**src/rtl/weighted_vote_tally_if.sv**
```systemverilog
// Ballot/session bus for weighted_vote_tally: session control and ballots in, tally and status out.
// The master side drives ballots and session control; the slave side is the tally engine.
interface weighted_vote_tally_if #(
    parameter int unsigned NP_W   = 32,
    parameter int unsigned VIP_W  = 8,
    parameter int unsigned VVIP_W = 1,
    parameter int unsigned RES_W  = 16
);
    logic              start;
    logic              close;
    logic              in_valid;
    logic [NP_W-1:0]   np;
    logic [VIP_W-1:0]  vip;
    logic [VVIP_W-1:0] vvip;
    logic              in_ready;
    logic [RES_W-1:0]  result;
    logic [1:0]        state;
    logic              done;
    logic              pass;
    logic              overflow;

    modport master (
        output start, close, in_valid, np, vip, vvip,
        input  in_ready, result, state, done, pass, overflow
    );

    modport slave (
        input  start, close, in_valid, np, vip, vvip,
        output in_ready, result, state, done, pass, overflow
    );
endinterface

```
**src/rtl/weighted_vote_tally.sv**
```systemverilog
// Session-based weighted ballot accumulator: 2-stage pipeline (weigh, then saturating add),
// with a frozen final tally, sticky overflow and a threshold verdict latched on entry to DONE.
module weighted_vote_tally #(
    parameter int unsigned NP_W    = 32,
    parameter int unsigned VIP_W   = 8,
    parameter int unsigned VVIP_W  = 1,
    parameter int unsigned NP_WT   = 1,
    parameter int unsigned VIP_WT  = 4,
    parameter int unsigned VVIP_WT = 16,
    parameter int unsigned RES_W   = 16,
    parameter int unsigned THRESH  = 100
) (
    input logic                  clk,
    input logic                  reset,
    weighted_vote_tally_if.slave bus
);
    localparam int unsigned BW = $clog2(NP_W * NP_WT + VIP_W * VIP_WT + VVIP_W * VVIP_WT + 1);
    // One bit wider than either operand so the sum can never wrap before the clamp check.
    localparam int unsigned SW = ((RES_W > BW) ? RES_W : BW) + 1;
    localparam logic [SW-1:0] RES_MAX = {{(SW - RES_W){1'b0}}, {RES_W{1'b1}}};

    typedef enum logic [1:0] {
        StIdle  = 2'd0,
        StOpen  = 2'd1,
        StDrain = 2'd2,
        StDone  = 2'd3
    } state_t;

    state_t           r_state;
    logic [BW-1:0]    r_weight;
    logic             r_s1_valid;
    logic [RES_W-1:0] r_result;
    logic             r_overflow;
    logic             r_in_ready;
    logic             r_done;
    logic             r_pass;

    logic [BW-1:0]    w_weight;
    logic [SW-1:0]    w_sum;
    logic             w_clamp;
    logic [RES_W-1:0] w_next_result;
    logic             w_next_pass;

    always_comb begin
        w_weight = '0;
        for (int i = 0; i < NP_W; i++) begin
            if (bus.np[i]) w_weight = w_weight + BW'(NP_WT);
        end
        for (int i = 0; i < VIP_W; i++) begin
            if (bus.vip[i]) w_weight = w_weight + BW'(VIP_WT);
        end
        for (int i = 0; i < VVIP_W; i++) begin
            if (bus.vvip[i]) w_weight = w_weight + BW'(VVIP_WT);
        end
    end

    always_comb begin
        w_sum         = SW'(r_result) + SW'(r_weight);
        w_clamp       = r_s1_valid && (w_sum > RES_MAX);
        w_next_result = r_result;
        if (r_s1_valid) w_next_result = w_clamp ? RES_MAX[RES_W-1:0] : w_sum[RES_W-1:0];
        w_next_pass   = (32'(w_next_result) >= THRESH);
    end

    always_ff @(posedge clk or posedge reset) begin
        if (reset) begin
            r_state    <= StIdle;
            r_weight   <= '0;
            r_s1_valid <= 1'b0;
            r_result   <= '0;
            r_overflow <= 1'b0;
            r_in_ready <= 1'b0;
            r_done     <= 1'b0;
            r_pass     <= 1'b0;
        end else begin
            // Stage 2 runs every edge; session clears below override it.
            r_result   <= w_next_result;
            r_overflow <= r_overflow | w_clamp;
            r_s1_valid <= 1'b0;
            unique case (r_state)
                StIdle, StDone: begin
                    if (bus.start) begin
                        r_state    <= StOpen;
                        r_result   <= '0;
                        r_overflow <= 1'b0;
                        r_in_ready <= 1'b1;
                        r_done     <= 1'b0;
                        r_pass     <= 1'b0;
                    end
                end
                StOpen: begin
                    if (bus.start) begin
                        r_result   <= '0;
                        r_overflow <= 1'b0;
                    end else begin
                        if (bus.in_valid) begin
                            r_s1_valid <= 1'b1;
                            r_weight   <= w_weight;
                        end
                        if (bus.close) begin
                            r_state    <= StDrain;
                            r_in_ready <= 1'b0;
                        end
                    end
                end
                StDrain: begin
                    r_state <= StDone;
                    r_done  <= 1'b1;
                    r_pass  <= w_next_pass;
                end
                default: r_state <= StIdle;
            endcase
        end
    end

    assign bus.in_ready = r_in_ready;
    assign bus.result   = r_result;
    assign bus.state    = r_state;
    assign bus.done     = r_done;
    assign bus.pass     = r_pass;
    assign bus.overflow = r_overflow;
endmodule

```
**src/flat_wrapper.sv**
```systemverilog
// flat-port wrapper written by rule: the top's interface ports become plain ports
module weighted_vote_tally_flat 
#(
    parameter int unsigned NP_W    = 32,
    parameter int unsigned VIP_W   = 8,
    parameter int unsigned VVIP_W  = 1,
    parameter int unsigned NP_WT   = 1,
    parameter int unsigned VIP_WT  = 4,
    parameter int unsigned VVIP_WT = 16,
    parameter int unsigned RES_W   = 16,
    parameter int unsigned THRESH  = 100
)
  (clk, reset, bus_start, bus_close, bus_in_valid, bus_np, bus_vip, bus_vvip, bus_in_ready, bus_result, bus_state, bus_done, bus_pass, bus_overflow);
  weighted_vote_tally_if #(.NP_W(NP_W), .VIP_W(VIP_W), .VVIP_W(VVIP_W), .RES_W(RES_W)) bus_i ();
  input logic clk;
  input logic reset;
  input wire logic [$bits(bus_i.start)-1:0] bus_start;
  input wire logic [$bits(bus_i.close)-1:0] bus_close;
  input wire logic [$bits(bus_i.in_valid)-1:0] bus_in_valid;
  input wire logic [$bits(bus_i.np)-1:0] bus_np;
  input wire logic [$bits(bus_i.vip)-1:0] bus_vip;
  input wire logic [$bits(bus_i.vvip)-1:0] bus_vvip;
  output wire logic [$bits(bus_i.in_ready)-1:0] bus_in_ready;
  output wire logic [$bits(bus_i.result)-1:0] bus_result;
  output wire logic [$bits(bus_i.state)-1:0] bus_state;
  output wire logic [$bits(bus_i.done)-1:0] bus_done;
  output wire logic [$bits(bus_i.pass)-1:0] bus_pass;
  output wire logic [$bits(bus_i.overflow)-1:0] bus_overflow;
  assign bus_i.start = bus_start;
  assign bus_i.close = bus_close;
  assign bus_i.in_valid = bus_in_valid;
  assign bus_i.np = bus_np;
  assign bus_i.vip = bus_vip;
  assign bus_i.vvip = bus_vvip;
  assign bus_in_ready = bus_i.in_ready;
  assign bus_result = bus_i.result;
  assign bus_state = bus_i.state;
  assign bus_done = bus_i.done;
  assign bus_pass = bus_i.pass;
  assign bus_overflow = bus_i.overflow;
  weighted_vote_tally #(.NP_W(NP_W), .VIP_W(VIP_W), .VVIP_W(VVIP_W), .NP_WT(NP_WT), .VIP_WT(VIP_WT), .VVIP_WT(VVIP_WT), .RES_W(RES_W), .THRESH(THRESH)) u_core (.clk(clk), .reset(reset), .bus(bus_i));
endmodule
```
**config.mk**
```make
export PLATFORM = sky130hd
export DESIGN_NAME = weighted_vote_tally_flat
export DESIGN_NICKNAME = d
export VERILOG_FILES = /design/src/rtl/weighted_vote_tally_if.sv /design/src/rtl/weighted_vote_tally.sv /design/src/flat_wrapper.sv
export SDC_FILE = /design/constraint.sdc
export NUM_CORES = 1
export LEC_CHECK = 0
export ABC_AREA = 1
export CORE_MARGIN = 8
export CORE_UTILIZATION = 52
export DETAILED_ROUTE_END_ITERATION = 8
export PLACE_DENSITY = 0.82
export SETUP_SLACK_MARGIN = 0.4
export SYNTH_ARGS = -nofsm -noshare
export SYNTH_HDL_FRONTEND = slang
export SYNTH_SLANG_ARGS = --single-unit
```
**constraint.sdc**
```tcl
create_clock -name clk -period 3.1 [get_ports clk]
set_input_delay 0.31 -clock clk [delete_from_list [all_inputs] [get_ports clk]]
set_output_delay 0.31 -clock clk [all_outputs]
set_load 0.005 [all_outputs]
```
==> run summary, run 1 <==
In the global-route stage, repair_timing last flagged the worst endpoint as u_core.r_weight[5]$_DFFE_PP0P_/D. Clock tree synthesis selected as its root buffer the cell sky130_fd_sc_hd__clkbuf_16. The count of unique library cells instantiated by Yosys came out at 38. CTS saw 30 sinks. The number of buffers created by CTS came out at 5. The clock tree synthesis step divided the H-tree into 2 levels. The number of input and output port buffers inserted is 67. The number of nets produced by synthesis came out at 1583. The flow did not finish.

The x dimension of the die came out at ~140 um. The number of flip-flops and latches in the synthesized netlist is 30. The pin count of the biggest net entering global routing is 31. The tool reported: "[ERROR GRT-0232] Routing congestion too high. Check the congestion heatmap in the GUI". Routability-driven placement finished with a final weighted congestion of 0.925. After the last repair the worst path ends at a sequential cell input. The I/O pin count is 68. The most instantiated flip-flop cell in the synthesis netlist is sky130_fd_sc_hd__dfrtp_1. The mean cell area of the mapped netlist came out at 5.64 um2. The number of flops mapped to enable cells by yosys came out at 0. The fraction of registers with async set or reset after synthesis is 1.00. Global routing finished with a remaining overflow of 8.

Yosys printed 0 warnings. The standard-cell row count is 46. The area of the mapped netlist is between 8000 and 9000 um2. In the global route stage, overall resource usage came out at 0.645. The hold buffer count at CTS came out at 0.

The detailed placer's ending HPWL came out at around 20000 um. In this run the vertical extent of the chip is 143 um. The failing step is global routing (5_1_grt). The starting density of the core came out at 0.529. The sequential area share after synthesis came out at 0.0897. In this run the deepest clock path goes through 2 buffers. The cell count after synthesis came out at between 1000 and 1500.
logic make-up after synthesis:
kind of cell               after synthesis  synth area share
DFF                                     30            0.0897
adders and majority gates               53            0.0801
and+or+nand+nor                       1008             0.618
AOI/OAI and AO/OA                       77            0.0505
xor gates and xnor gates                34            0.0356
buffers and inverters                  282             0.126
what timing repair did:
action	CTS
gates resized for setup	112
endpoints found under the setup margin	25
pin swaps	131
setup buffers	111
stage by stage:
step	instance area [um2]	setup TNS, ps	setup WS (ps)	std cells
2_1_floorplan	8660	-63830	-11660	1484
3_3_place_gp	12000	-76790	-13060	2087
3_5_place_dp	12000	-81210	-13840	2087
4_1_cts	13400	-74120	-12720	2206
synth_stat cells (2+ instances only):
library cell	number	area (um2)
sky130_fd_sc_hd__nand2_4	26	293
sky130_fd_sc_hd__clkbuf_1	3	11.3
sky130_fd_sc_hd__or2_2	8	50.1
sky130_fd_sc_hd__o22ai_1	3	18.8
sky130_fd_sc_hd__nand3_2	57	571
sky130_fd_sc_hd__nand4_1	7	43.8
sky130_fd_sc_hd__nor2_2	17	106
sky130_fd_sc_hd__xor2_1	26	228
sky130_fd_sc_hd__a31oi_1	3	18.8
sky130_fd_sc_hd__nand2_2	94	588
sky130_fd_sc_hd__nor3_1	4	20.0
sky130_fd_sc_hd__nand3_1	204	1020
sky130_fd_sc_hd__nand3b_1	6	45.0
sky130_fd_sc_hd__o21bai_1	2	15.0
sky130_fd_sc_hd__ha_1	52	651
sky130_fd_sc_hd__nand3b_2	2	22.5
sky130_fd_sc_hd__a21oi_1	16	80.1
sky130_fd_sc_hd__o221ai_1	2	17.5
sky130_fd_sc_hd__nand3_4	15	263
sky130_fd_sc_hd__nand2_1	453	1700
sky130_fd_sc_hd__dfrtp_1	30	751
sky130_fd_sc_hd__inv_2	13	48.8
sky130_fd_sc_hd__nor2_1	111	417
sky130_fd_sc_hd__xnor2_1	8	70.1
sky130_fd_sc_hd__o21ai_0	42	210
sky130_fd_sc_hd__o21ai_1	4	20.0
sky130_fd_sc_hd__clkinv_1	2	7.51
sky130_fd_sc_hd__inv_1	264	991
per-layer routing:
layer,GRT usage,overflow
met1,0.604,0
met2,0.835,5
met3,0.529,0
met4,0.628,3
met5,0.209,0
==> inputs of run 2 (changes only) <==
--- a/config.mk
+++ b/config.mk
@@ -7,10 +7,9 @@
 export LEC_CHECK = 0
 export ABC_AREA = 1
 export CORE_MARGIN = 8
-export CORE_UTILIZATION = 52
+export CORE_UTILIZATION = 37
 export DETAILED_ROUTE_END_ITERATION = 8
-export PLACE_DENSITY = 0.82
-export SETUP_SLACK_MARGIN = 0.4
+export PLACE_DENSITY_LB_ADDON = 0.15
 export SYNTH_ARGS = -nofsm -noshare
 export SYNTH_HDL_FRONTEND = slang
 export SYNTH_SLANG_ARGS = --single-unit
==> run 2 against run 1 <==
  * The flow now finishes, with violations (setup timing)
  * Synthesized cell count did not move
  * Synthesized area did not move
==> run summary, run 2 <==
Headroom to the max-slew limit came out at 0.735. The cell count after synthesis is around 1500. Leaving out fill and tap cells, the most frequent cells in the layout are 440 x sky130_fd_sc_hd__buf_4, 347 x sky130_fd_sc_hd__nand2_1, 247 x sky130_fd_sc_hd__inv_1. The critical register-to-register path endpoint is u_core.bus.pass.

The number of slew-limit violations in the final report is 0. The count of synthesis-stage warnings from yosys is 0. sky130_fd_sc_hd__nand2_1 is the most common cell in the netlist. The final weighted congestion of routability-driven global placement came out at 0.874. The flow ran to the end, but the final reports show violations. In this run the number of H-tree levels came out at 2. The slowest stage of the critical path is the sky130_fd_sc_hd__ha_4 cell.

The count of unique library cells instantiated by Yosys came out at 38. The number of flops mapped to enable cells by yosys is 0. Summed over all nets, the switching power comes to 6.94 mW.

The arrival time reported for the critical path endpoint is 15570 ps. The hold buffer count at CTS came out at 0. The die is 166 um wide. The total congestion overflow after global routing came out at 0. Fill cells in the final layout number 2025.

The analysis attributes to cell leakage a power of 8.01 nW. The most numerous cell on the critical path is sky130_fd_sc_hd__buf_4. The setup check on the worst reg-to-reg path leaves a slack of between 150 and 200 ps. The core region is 22400 um2. The final total negative setup slack is -72340 ps. The depth of the most critical reg-to-reg path came out at 19.

The worst path required time is 3260 ps. The mean cell area of the mapped netlist is 5.64 um2. The number of input and output port buffers inserted is 67. The standard-cell row count came out at 55. For this run, the leading register cell type out of synthesis is sky130_fd_sc_hd__dfrtp_1. The number of diodes is 0. After routing the design area is 14300 um2. The area of the mapped netlist is between 8000 and 9000 um2. The number of DRC violations after detailed routing came out at 0. The initial antenna violation count came out at 0. The number of maximum-capacitance constraint violations is 0. Setup repair after global routing could not meet its margin everywhere. The floorplan die height came out at 166 um. The number of flip-flops and latches in the synthesized netlist came out at 30. The via count came out at 10600.

TritonCTS built the clock tree. The number of nets with antenna violations after detailed routing came out at 0. The global-route wire length before repair came out at 40800 um.

The flip-flop count of the largest register, all copies and words added is 16. For this run, the total global-route usage over all layers was measured as 0.163. The I/O pin count is 68. The initial utilization of the core area, before any placement, comes to 0.373.

The number of buffers created by CTS came out at 5. The final-stage net count came out at 2103. The worst-case clock skew came out at 3.62 ps. Of the cells placed in the final design, the portion with a size suffix greater than 1 is 0.466. In this run, the number of DRC markers left after iteration 0 of detailed routing was 361.

The start point of the critical path is bus_np[0]. The end point of the critical path is u_core.r_weight[6]. Clock-pin slew was measured on the worst setup and hold paths at around 50 ps. By count the netlist is led by 453 x sky130_fd_sc_hd__nand2_1, 264 x sky130_fd_sc_hd__inv_1, 204 x sky130_fd_sc_hd__nand3_1. The number of iterations in the first detailed-routing pass is 4.

The clock reaches the later pin of the worst-skew pair after approximately 270 ps. The peak clock frequency supported by timing came out at 64.9 MHz. The measured slew at the worst slew-check pin came out at between 300 and 400 ps.

The maximum vdd drop came out at 0.597 mV. The area added between synthesis and finish came out at 71.0%. The end-of-flow core utilization is 0.638. The library cell used most frequently in the layout, excluding fill and tap cells, is sky130_fd_sc_hd__buf_4. The worst setup path is of the input pin to flip-flop kind. Subtracting the final worst setup slack from the clock period gives between 15000 and 20000 ps. In this design, the stage delay of the slowest critical-path cell is between 200 and 300 ps. The biggest area contributor in the post-synthesis netlist is sky130_fd_sc_hd__nand2_1.

STA classifies the critical path startpoint as an input pin. The startpoint identified for the worst register-to-register timing path is u_core.r_weight[0]. The number of nets produced by synthesis came out at 1583. The detailed placer's ending HPWL came out at 18400 um. The number of global-route vias before repair is between 9000 and 10000. The combinational cell fraction of total power came out at 0.925.

The final count of hold timing violations came to 0. The total detailed-routing wirelength came out at 25100 um. Power spread over the standard cell area amounts to 984 nW/um2. In the synthesized netlist the async set-or-reset flop fraction comes to 1.00. Ranked by total cell area, the synthesized netlist is headed by sky130_fd_sc_hd__nand2_1 20%, sky130_fd_sc_hd__nand3_1 12%, sky130_fd_sc_hd__inv_1 12%. Dividing the final minimum period by the clock period gives 4.97. The sequential area share after synthesis is 0.0897. The area of the die came out at 27700 um2. The proportion of total power due to net switching came out at 0.493. The routed via count divided by cell count came out at 4.65. The total clock sinks came out at 30.

The final reports fail on setup timing. The kind of capture point of the worst setup path is a flip-flop. The biggest fanout along the worst timing path is 4.

The pin count of the biggest net entering global routing came out at 31. The share of total power dissipated in the clock network is 0.034. The sequential share of power is 0.041. Once placement finished, the instance area stood at 12200 um2.

The path category of the worst min-delay check is input pin to asynchronous set/reset pin. Once routing completed, OpenROAD measured the worst setup slack at -12320 ps. The number of setup violations in the final report came out at 7. The area share of the leading cell type in the synthesized netlist came out at 0.203. The cell at the root of the clock tree is sky130_fd_sc_hd__clkbuf_16. Dividing the detail-routed wire length by the instance count gives around 11 um. The buffer levels on the longest clock path is 2. The total internal power came out at 7.14 mW.
-- run 2: power groups by stage --
stage                     Clock [mW]  Sequential, mW  Combinational [mW]
after CTS                      0.487           0.569                10.5
after global routing           0.512           0.590                14.3
after global placement             0           0.572                8.53
after detailed placement           0           0.574                8.80
after floorplan                    0           0.555                5.76
final                          0.477           0.578                13.0
-- run 2: stage by stage --
step                hold slack [ps]  total power [mW]  setup WS [ps]  cells
finish                          417              14.1         -12320   2290
global route                    462              15.4         -13180   2290
CTS                             437              11.6         -12820   2265
detailed placement              492              9.38         -13620   2175
global placement                479              9.11         -13180   2175
floorplan                       401              6.31         -11660   1484
-- run 2: final cells by class --
class,count,area (um2),share of cell area
clock inverters,1,5.00,0.000350
well taps,285,357,0.0249
flip-flops and latches,30,751,0.0525
multi-input cells,1172,7900,0.552
repair buffers,516,4090,0.286
clock buffers,7,143,0.00997
inverters,279,1070,0.0746
-- run 2: routing by layer --
metal	track usage	share of wire	vias to the layer above
met5	0	0	-
met4	0.0302	0.022	0
met3	0.0158	0.027	45
met2	0.309	0.52	143
met1	0.195	0.43	4755
li1	-	-	5701
-- run 2: timing repair --
item | 4_1_cts | 5_1_grt
buffers inserted | 83 | 32
endpoints found under the hold margin | 0 | 0
endpoints found under the setup margin | 7 | 8
pin swaps | 108 | 189
resized for setup | 54 | 221
gates cloned | 0 | 0
-- run 2: worst min-delay path by stage --
stage | slack [ps] | startpoint | to | depth (start not counted)
5_1_grt | 460 | reset | u_core.bus.result[3] | 3
6_report | 420 | reset | u_core.r_weight[5] | 3
4_1_cts | 440 | reset | u_core.bus.result[2] | 3
2_1_floorplan | 400 | reset | u_core.bus.done | 1
3_5_place_dp | 490 | u_core.bus.overflow | u_core.bus.overflow | 1
3_3_place_gp | 480 | u_core.bus.done | u_core.bus.done | 2
-- run 2: kinds of logic (layout without fill, tap and decap cells) --
| logic type | after synthesis | after routing | share of synthesized area |
|---|---|---|---|
| adder cells (fa/ha/maj) | 53 | 53 | 0.0801 |
| flip-flops | 30 | 30 | 0.0897 |
| AO/OA/AOI/OAI | 77 | 77 | 0.0505 |
| AND/OR/NAND/NOR | 1008 | 1008 | 0.618 |
| XOR/XNOR | 34 | 34 | 0.0356 |
| buffers and inverters | 282 | 803 | 0.126 |
-- run 2: worst max-delay path, delay by kind of cell --
family                     cells  cell delay, ps
buffers and inverters         37            3930
xor gates and xnor gates       6             850
and+or+nand+nor               66            5380
adders and majority gates     16            3740
AOI/OAI and AO/OA              9            1370
Power figures use the tool's default switching activity.
==> inputs of run 3 (changes only) <==
--- a/config.mk
+++ b/config.mk
@@ -6,7 +6,7 @@
 export NUM_CORES = 1
 export LEC_CHECK = 0
 export ABC_AREA = 1
-export CORE_MARGIN = 8
+export CORE_MARGIN = 2
 export CORE_UTILIZATION = 37
 export DETAILED_ROUTE_END_ITERATION = 8
 export PLACE_DENSITY_LB_ADDON = 0.15
==> run 3 against run 2 <==
  * The run still ends with setup timing left
  * Largest power group unchanged
  * Die area shrank 14%
  * Critical endpoint is now u_core.r_weight[5]
  * Hold slack gained 1.4 ps
  * Cell area shrank 0.73%
  * Clock-buffer cell count is the same
  * Routed wire length grew 0.62%
  * Core utilization shrank 0.46 points
  * Clock skew grew 1.5 ps
  * First-iteration DRC count shrank 20%
  * Global-route usage grew 3.0 points
  * Critical path depth grew 8
  * Critical path type unchanged
  * Combinational power is essentially flat
==> run summary, run 3 (synthesis gave the netlist of run 2 again) <==
In this run the cell area measured after placement is ~12000 um2. Setup violations remaining at the end of the flow were counted as 8. The floorplan die height is 154 um. The total detailed-routing wirelength came out at 25300 um. The checks that failed: setup timing. The post-route worst setup slack came out at -12340 ps. The buffer levels on the longest clock path is 2. The number of antenna diodes in the final layout is 0. The run finished, with violations left. STA classifies the critical path endpoint as a flip-flop.

Buffers placed on the I/O ports in this run total 67. The initial utilization of the core area, before any placement, comes to 0.373. The violation count after the first detailed-routing iteration is 289. The biggest fanout along the worst timing path came out at 4.

The largest stage delay on the critical path came out at 290 ps. The routed via count divided by cell count came out at roughly 4.7. The area added between synthesis and finish is 69.7%. The x dimension of the die came out at 154 um. In this run the power spent charging and discharging nets is 6.95 mW. The number of buffers created by CTS came out at 5.

The static leakage came out at 8.00 nW. The I/O pin count is 68. The die covers 23800 um2. The number of slew-limit violations in the final report is 0. The initial antenna violation count came out at 0.

The global routing stage identified its most utilized layer as met2. The number of maximum-capacitance constraint violations is 0. The combinational cell fraction of total power came out at 0.923.

The sequential share of power is 0.042. In the global route stage, overall resource usage came out at 0.193. The via count came out at 10700. The peak clock frequency supported by timing is 64.8 MHz. At the end of the flow, the number of nets in the layout was 2108. The detailed placer's ending HPWL is 17900 um. The register with the most flip-flops in the layout has 16 of them. The number of DRC violations after detailed routing is 0. The met3 usage is 0.0129.

The most common cell after layout, fill and taps aside is sky130_fd_sc_hd__buf_4. The clock insertion delay at the later pin of the skew report came out at 270 ps. The standard cell core area came out at 22400 um2. In this run the critical register-to-register path is launched from u_core.r_weight[0]. The worst-case headroom to the max-slew limit came out at 0.470. The summed area of non-filler cells in the final layout came out at 14200 um2. The total congestion overflow after global routing came out at 0. The shortest period the worst path allows came out at 15440 ps.

The number of nets with antenna violations after detailed routing is 0. The met1 track utilization from global routing is 0.236. Clock skew on the completed layout was measured at 5.16 ps. The total clock sinks is 30.

The register-to-register setup slack came out at -20 ps. The share of total power dissipated in the clock network is 0.035. The final total negative setup slack came out at -71930 ps. For this design, the CTS-stage hold fixing added 0 buffers. The power per unit of standard cell area is approximately 970 nW/um2.

Of the available clock period, the critical path in the final layout requires 4.98. Setup repair after global routing could not meet its margin everywhere. STA puts the critical path data required time at 3260 ps. The standard-cell row count is 55. The top cell types in the final layout, fill and taps aside, are 446 x sky130_fd_sc_hd__buf_4, 354 x sky130_fd_sc_hd__nand2_1, 248 x sky130_fd_sc_hd__inv_1. The fraction of met2 tracks used by global routing came out at 0.368. The pin count of the biggest net entering global routing is 31. The critical register-to-register path endpoint is u_core.bus.pass. The path category of the worst min-delay check is input pin to asynchronous set/reset pin. In the final layout, the share of cells above drive strength 1 is 0.461.

The total chip power is approximately 14 mW. The average routed wire per standard cell came out at 11.0 um. TritonCTS built the clock tree. The kind of critical path is input pin to flip-flop.

The final weighted congestion of routability-driven global placement came out at 0.834. The number of global-route vias before repair came out at 10200. The arrival time reported for the critical path endpoint came out at around 16000 ps. The measured slew at the worst slew-check pin came out at 794 ps. The H-tree depth reported by CTS came out at 2.

The proportion of total power due to net switching came out at 0.503. Clock-pin slew was measured on the worst setup and hold paths at ~50 ps. The final count of hold timing violations came out at 0.

The global-route wire length before repair is 40800 um. The maximum vdd drop came out at about 0.66 mV. In this run the clock root is driven by a sky130_fd_sc_hd__clkbuf_16. By instance count, the cell type seen most on the critical path is sky130_fd_sc_hd__nand2_2. The startpoint kind of the worst setup timing path is an input pin. Cell internal power was estimated by the tool at 6.87 mW. The number of iterations in the first detailed-routing pass is 4.

Among all stages on the critical path, the largest delay is contributed by sky130_fd_sc_hd__ha_1. The tightest hold margin is 418 ps. The depth of the most critical reg-to-reg path is 19.
## run 3: cell count changes in the layout (fill, tap and decap cells not counted), moves of 3 or more
| cell | before | now |
|---|---|---|
| sky130_fd_sc_hd__inv_2 | 27 | 24 |
| sky130_fd_sc_hd__ha_4 | 18 | 13 |
| sky130_fd_sc_hd__nand2_1 | 347 | 354 |
| sky130_fd_sc_hd__nand2_2 | 162 | 166 |
| sky130_fd_sc_hd__ha_1 | 31 | 36 |
| sky130_fd_sc_hd__buf_4 | 440 | 446 |
| sky130_fd_sc_hd__nand2_4 | 64 | 53 |
| sky130_fd_sc_hd__nand3_1 | 158 | 154 |
| sky130_fd_sc_hd__nor2_4 | 8 | 5 |
| sky130_fd_sc_hd__nand3_4 | 29 | 32 |
## run 3: metal layers
| metal | vias to the layer above | wire length [um] |
|---|---|---|
| li1 | 5700 | - |
| met1 | 4774 | 10900 |
| met2 | 187 | 13000 |
| met3 | 64 | 692 |
| met4 | 0 | 742 |
| met5 | - | 0 |
## run 3: worst max path at each step
stage / cells after the start / to / startpoint
6_report: 142 / u_core.r_weight[5] / bus_np[1]
5_1_grt: 115 / u_core.r_weight[5] / bus_np[0]
4_1_cts: 115 / u_core.r_weight[5] / bus_np[0]
3_5_place_dp: 115 / u_core.r_weight[5] / bus_np[1]
3_3_place_gp: 115 / u_core.r_weight[5] / bus_np[0]
2_1_floorplan: 115 / u_core.r_weight[5] / bus_np[0]
## run 3: metrics by stage
step	std cells	setup slack, ps	util
2_1_floorplan	1484	-11660	-
3_3_place_gp	2170	-13170	0.544
3_5_place_dp	2170	-13550	0.544
4_1_cts	2277	-12730	0.590
5_1_grt	2295	-13310	0.633
6_report	2295	-12340	0.633
## run 3: power groups by stage
stage          sequential (mW)  combinational, mW  clock (mW)
6_report                 0.586               12.8       0.479
5_1_grt                  0.598               13.9       0.501
4_1_cts                  0.577               10.5       0.487
3_5_place_dp             0.581               8.66           0
3_3_place_gp             0.581               8.39           0
2_1_floorplan            0.555               5.76           0
## run 3: area by class of cell
class,instances,area [um2]
repair buffers,521,4120
multi-input cells,1172,7760
clock inverters,1,5.00
clock buffers,7,143
well taps,285,357
fillers,2009,8230
flip-flops and latches,30,751
inverters,279,1070
## run 3: timing repair
item,4_1_cts,5_1_grt
pin swaps,101,187
setup endpoints to repair,7,8
gates resized for setup,44,206
setup buffers,100,30
## run 3: worst max-delay path, delay by kind of cell
| family | cells | cell delay [ps] |
|---|---|---|
| buffers and inverters | 54 | 6220 |
| XOR/XNOR | 5 | 830 |
| adder cells (fa/ha/maj) | 8 | 2100 |
| AND/OR/NAND/NOR | 67 | 5210 |
| AO/OA/AOI/OAI | 8 | 880 |
